--- src/rtl/mc97_ring_gen_pkg.sv ---
// ---------------------------------------------------------------------------
// mc97_ring_gen_pkg
//   Shared definitions for the MC97 ring-tone generator: codec sample rate,
//   FSM state encoding and a small constant helper used to size counters.
// ---------------------------------------------------------------------------
package mc97_ring_gen_pkg;

    localparam int MC97_FS_HZ = 8000;
    localparam int PCM_W      = 16;

    typedef enum logic [1:0] {
        ST_IDLE = 2'd0,
        ST_ON   = 2'd1,
        ST_OFF  = 2'd2
    } ring_state_e;

    function automatic int max_int(input int a, input int b);
        return (a > b) ? a : b;
    endfunction

endpackage

--- src/rtl/mc97_ring_gen.sv ---
// ---------------------------------------------------------------------------
// mc97_ring_gen
//   Transmit-side ring-tone generator. Produces 16-bit signed PCM samples of a
//   cadenced ring signal (ON burst / OFF gap). One sample is advanced per
//   pcm_stb pulse; all outputs are registered and update on the edge that ends
//   the pcm_stb cycle.
//
//   Build option: define MC97_RING_GEN_TRI_EN for a triangle wave during ON;
//   otherwise a square wave is produced and no multiplier exists.
//
// Ports
//   clk          in   clock
//   rst          in   synchronous active-high reset
//   ring_en      in   ringing request, sampled on pcm_stb
//   freq_inc     in   phase increment per sample, sampled on pcm_stb
//   pcm_stb      in   1-cycle pulse: advance one sample
//   pcm_data     out  current sample, signed two's complement
//   ring_active  out  high while in a burst
//   burst_stb    out  1-cycle pulse on each entry into a burst
// ---------------------------------------------------------------------------
module mc97_ring_gen
    import mc97_ring_gen_pkg::*;
#(
    parameter int PHASE_W     = 16,
    parameter int AMPL        = 16384,
    parameter int ON_SAMPLES  = 16000,
    parameter int OFF_SAMPLES = 32000
) (
    input  logic               clk,
    input  logic               rst,
    input  logic               ring_en,
    input  logic [PHASE_W-1:0] freq_inc,
    input  logic               pcm_stb,
    output logic [15:0]        pcm_data,
    output logic               ring_active,
    output logic               burst_stb
);

    localparam int CNT_W = $clog2(max_int(ON_SAMPLES, OFF_SAMPLES) + 1);
    localparam logic [CNT_W-1:0] ON_LOAD  = CNT_W'(ON_SAMPLES - 1);
    localparam logic [CNT_W-1:0] OFF_LOAD = CNT_W'(OFF_SAMPLES - 1);

`ifdef MC97_RING_GEN_TRI_EN
    localparam int PROD_W = PHASE_W - 1 + PCM_W;
    localparam logic signed [PHASE_W+1:0] AMPL_T = (PHASE_W + 2)'(AMPL);

    // Fold the phase into a rising ramp 0..2^(PHASE_W-1)-1 and back down,
    // scale to 0..~2*AMPL, then shift down by AMPL to centre on zero.
    function automatic logic signed [PCM_W-1:0] wave_f(input logic [PHASE_W-1:0] ph);
        logic [PHASE_W-2:0]         f;
        logic [PROD_W-1:0]          prod;
        logic [PHASE_W:0]           scaled;
        logic signed [PHASE_W+1:0]  diff;
        f      = ph[PHASE_W-1] ? ~ph[PHASE_W-2:0] : ph[PHASE_W-2:0];
        prod   = PROD_W'(f) * PROD_W'(AMPL);
        scaled = (PHASE_W + 1)'(prod >> (PHASE_W - 2));
        diff   = $signed({1'b0, scaled}) - AMPL_T;
        return PCM_W'(diff);
    endfunction
`else
    localparam logic signed [PCM_W-1:0] AMPL_S = PCM_W'(AMPL);

    function automatic logic signed [PCM_W-1:0] wave_f(input logic msb);
        return msb ? -AMPL_S : AMPL_S;
    endfunction
`endif

    ring_state_e              state_q, state_d;
    logic [PHASE_W-1:0]       phase_q, phase_d;
    logic [CNT_W-1:0]         cnt_q, cnt_d;
    logic signed [PCM_W-1:0]  pcm_data_q, pcm_data_d;
    logic                     burst_stb_q, burst_stb_d;

    always_comb begin
        state_d     = state_q;
        phase_d     = phase_q;
        cnt_d       = cnt_q;
        pcm_data_d  = pcm_data_q;
        burst_stb_d = 1'b0;

        if (pcm_stb) begin
            case (state_q)
                ST_IDLE: begin
                    if (ring_en) begin
                        state_d     = ST_ON;
                        phase_d     = '0;
                        cnt_d       = ON_LOAD;
                        burst_stb_d = 1'b1;
                    end
                end
                ST_ON: begin
                    if (!ring_en) begin
                        state_d = ST_IDLE;
                    end else if (cnt_q == '0) begin
                        state_d = ST_OFF;
                        cnt_d   = OFF_LOAD;
                    end else begin
                        cnt_d   = cnt_q - CNT_W'(1);
                        phase_d = phase_q + freq_inc;
                    end
                end
                ST_OFF: begin
                    if (!ring_en) begin
                        state_d = ST_IDLE;
                    end else if (cnt_q == '0) begin
                        state_d     = ST_ON;
                        phase_d     = '0;
                        cnt_d       = ON_LOAD;
                        burst_stb_d = 1'b1;
                    end else begin
                        cnt_d = cnt_q - CNT_W'(1);
                    end
                end
                default: state_d = ST_IDLE;
            endcase

            // The sample presented is the one for the state/phase just entered.
`ifdef MC97_RING_GEN_TRI_EN
            pcm_data_d = (state_d == ST_ON) ? wave_f(phase_d) : '0;
`else
            pcm_data_d = (state_d == ST_ON) ? wave_f(phase_d[PHASE_W-1]) : '0;
`endif
        end
    end

    always_ff @(posedge clk) begin
        if (rst) begin
            state_q     <= ST_IDLE;
            phase_q     <= '0;
            cnt_q       <= '0;
            pcm_data_q  <= '0;
            burst_stb_q <= 1'b0;
        end else begin
            state_q     <= state_d;
            phase_q     <= phase_d;
            cnt_q       <= cnt_d;
            pcm_data_q  <= pcm_data_d;
            burst_stb_q <= burst_stb_d;
        end
    end

    assign pcm_data    = pcm_data_q;
    assign ring_active = (state_q == ST_ON);
    assign burst_stb   = burst_stb_q;

endmodule

--- config.mk ---
export PLATFORM = sky130hd
export DESIGN_NAME = mc97_ring_gen
export DESIGN_NICKNAME = d
export VERILOG_FILES = /design/src/rtl/mc97_ring_gen_pkg.sv /design/src/rtl/mc97_ring_gen.sv
export SDC_FILE = /design/constraint.sdc
export NUM_CORES = 1
export LEC_CHECK = 0
export BUFFER_PORTS_ARGS = -buffer_cell sky130_fd_sc_hd__buf_4
export CAP_MARGIN = 20
export CORE_MARGIN = 3
export CORE_UTILIZATION = 57
export DETAILED_ROUTE_END_ITERATION = 10
export HOLD_SLACK_MARGIN = 0.15
export PLACE_DENSITY = 0.86
export SYNTH_ARGS = -nofsm -noshare
export SYNTH_HDL_FRONTEND = slang
export SYNTH_SLANG_ARGS = --single-unit
--- constraint.sdc ---
create_clock -name clk -period 3 [get_ports clk]
set_clock_uncertainty 0.05 [all_clocks]
set_input_delay 0 -clock clk [delete_from_list [all_inputs] [get_ports clk]]
set_output_delay 0 -clock clk [all_outputs]
set_load 0.05 [all_outputs]
==> impl_metrics.toml <==
[floorplanning]
die_y_um = 73.3
pin_count = 38
fp.coreArea_sq_um = 4170
dieArea_sq_um = 5370
initial_utilization_pct = 61.9
rows = 23
die_w_um = 73.3

[drt]
antenna_left = 0
wl_per_cell_um = 14.1
via_per_inst = 5.93
routed_wirelength_um = 5880
vias = 2466
first_pass_iters = 5
drcViolationCount = 0
drt_iter0_drc = 243

[layout]
num-nets-final = 406
drive_above_1_share_pct = 13.1
area_growth_pct = 14.2
final_util_pct = 70.7
fillers = 335
num_antenna_cells = 0

[clocking]
numCtsBuffers = 5
clk_pin_slew_ns = 0.08
cts_tree = "done"
htree_levels = 2
cts.sinks = 36
cts-root-buf = "clkbuf_8"
clockBufferDepth = 2
insertion_delay_ns = 0.29

[setup_path]
critPathBufInv = 1
reg2reg_from = "phase_q[0]$_SDFFE_PP0P_"
worstPathCellList = "ha_1, inv_1, fa_1, nor2b_1, o21ai_0, a21oi_1, o41ai_2, o21ai_0, o41ai_2, or4_1, nand3_1"
crit_family = "compound AO/OA/AOI/OAI gates"
crit_start = "phase_q[0]$_SDFFE_PP0P_"
critPathCaptureType = "register"
cpPeakStageDelay_ns = 0.41
arrival_ns = 2.90
path_class = "reg -> reg"
required_ns = 3.19
worstPathMaxFanout = 3
slowest_stage = "or4_1"
setup.worst_path.start_class = "register"

[sta]
final_hold_viol_count = 0
fmax_ghz = 0.369
fin_setup_tns_ns = 0
tightest_slew_ns = 0.742
holdWs_ns = 0.209
setup_viol = 0
min_period_ns = 2.71
fin_crit_sh_pct = 90.4
drv_slew = 0
relSlewSlack_pct = 50.4
rsz0062_at_grt = "false"

[synth]
synthFlopType = "dfxtp_1"
synthArstFlopShare_pct = 0
synth_warnings = 0
synth_cells = 334
synth_enable_flop_cells = 0
syn_area_per_cell_sq_um = 7.73
syn_area_sq_um = 2580
synth-seq-area-share_pct = 27.9
ys_types = 53
synth_seq_cells = 36

[placed_design]
dpl.hpwl_um = 4160
gp_congestion = 0.835
port_buffers = 23

[job]
drv_cap = 0

[power]
switchingPower_mw = 0.386
pwr-share-clk_pct = 31.4
combPwrFrac_pct = 25.0
power_density_nw_per_um2 = 399
p_sw_share_pct = 32.8
leakage_nw = 1.26
p_seq_share_pct = 43.6
peakVddDrop_mv = 0.258
power.internal_mw = 0.791

[hold_path]
hold_start = "freq_inc[5]"
holdCritPathClass = "in -> reg"

[global_routing]
grt_max_degree = 42
grt.overflow.total = 0
grt_pass1_wl_um = 9720
grt_use_total_pct = 22.6
grt_pass1_vias = 2231
antenna_found_initial = 0

[run_status]
outcome = "finished, final reports clean"
==> path summary, 6_finish.rpt <==
path	to	slack, ns	depth (start not counted)
max	phase_q[14]$_SDFFE_PP0P_	0.29	11
min	phase_q[5]$_SDFFE_PP0P_	0.21	5
max reg2reg	phase_q[14]$_SDFFE_PP0P_	0.29	11
min reg2reg	cnt_q[14]$_SDFFE_PP0P_	0.41	2
==> kinds of logic (layout without fill, tap and decap cells) <==
group           after synthesis  count (layout)  synth area share (%)
compound gates              101             101                  24.9
xor+xnor                     14              14                  4.75
fa+ha+maj                    21              21                  10.5
buf+inv                      37              56                  8.09
flops                        36              36                  27.9
other cells                   1              14                 0.145
simple gates                124             124                  23.8
==> Yosys cell counts (all sizes together) (5+ instances only) <==
library cell | number | share of area [%]
xnor2 | 7 | 2.4
ha | 20 | 9.7
a211oi | 6 | 1.7
o22ai | 5 | 1.2
xor2 | 7 | 2.4
clkbuf | 9 | 1.3
o21ai | 20 | 3.9
nand2 | 21 | 3.1
inv | 10 | 1.5
buf | 18 | 5.3
a21oi | 34 | 6.6
nor3 | 13 | 2.5
nand3b | 6 | 1.7
a22oi | 10 | 2.9
dfxtp | 36 | 28
nor4 | 5 | 1.2
nand3 | 6 | 1.2
nor2 | 45 | 6.6
a21o | 6 | 1.7
==> layer usage <==
layer  global-route usage [%]  wire length [um]
met5                        0                 0
met4                     9.66                82
met3                     3.69               304
met2                     36.8              2780
met1                     29.4              2720
==> layout make-up <==
class / count / area [sq um] / share of cell area (%)
Timing Repair Buffer: 38 / 305 / 10.4
Multi-Input combinational cell: 274 / 1730 / 58.6
Inverter: 10 / 37.5 / 1.27
Clock buffer: 7 / 86.3 / 2.93
Tap cell: 50 / 62.6 / 2.12
Clock inverter: 1 / 7.51 / 0.255
Sequential cell: 36 / 721 / 24.4
==> flip-flops by register name (all words and copies together) (netlist names) <==
name and count:
state_q 2, cnt_q 15, phase_q 16, burst_stb 1, pcm_data 2
==> stage by stage <==
step / cell area (sq um) / worst slack [ns] / power [mW] / cells
6_report: 2950 / 0.288 / 1.18 / 416
5_1_grt: 2950 / 0.0648 / 1.23 / 416
3_5_place_dp: 2750 / 0.0718 / 0.803 / 399
2_1_floorplan: 2630 / 0.189 / 0.749 / 347
4_1_cts: 2920 / 0.0462 / 1.18 / 415
3_3_place_gp: 2750 / 0.183 / 0.797 / 399
==> power groups by stage <==
stage	clock (mW)	sequential [mW]	combinational (mW)
floorplan	0	0.525	0.224
finish	0.369	0.513	0.294
detailed placement	0	0.523	0.280
global placement	0	0.522	0.275
global route	0.390	0.516	0.323
CTS	0.376	0.512	0.289
==> placed cells by master, fill, tap and decap left out, types with 3 or more instances in the layout <==
cell type      instances
buf_4                 30
a21o_1                 6
xnor2_1                7
dlygate4sd3_1          8
xor2_1                 7
nand2b_1               4
o22ai_1                5
nand2_1               21
nor3_1                13
nand4_1                3
a22oi_1               10
inv_1                 10
dfxtp_1               36
o21ai_0               19
nor4_1                 4
nand3_1                6
nor2_1                44
nand3b_1               6
clkbuf_8               6
conb_1                14
a21oi_1               34
nor2b_1                4
ha_1                  20
a211oi_1               6
or3_1                  3
==> timing repair <==
| action | in CTS | in global routing |
|---|---|---|
| endpoints found under the hold margin | 33 | 0 |
| hold buffers | 8 | 0 |
| buffers inserted | 0 | 0 |
| setup endpoints to repair | 0 | 2 |
| gates resized for setup | 0 | 3 |
==> tightest hold or removal path: stages <==
cell,delay [ns]
buf_4,0.08
ha_1,0.18
xnor2_1,0.13
a22oi_1,0.06
nor2_1,0.08
(Power assumes the default switching activity.)
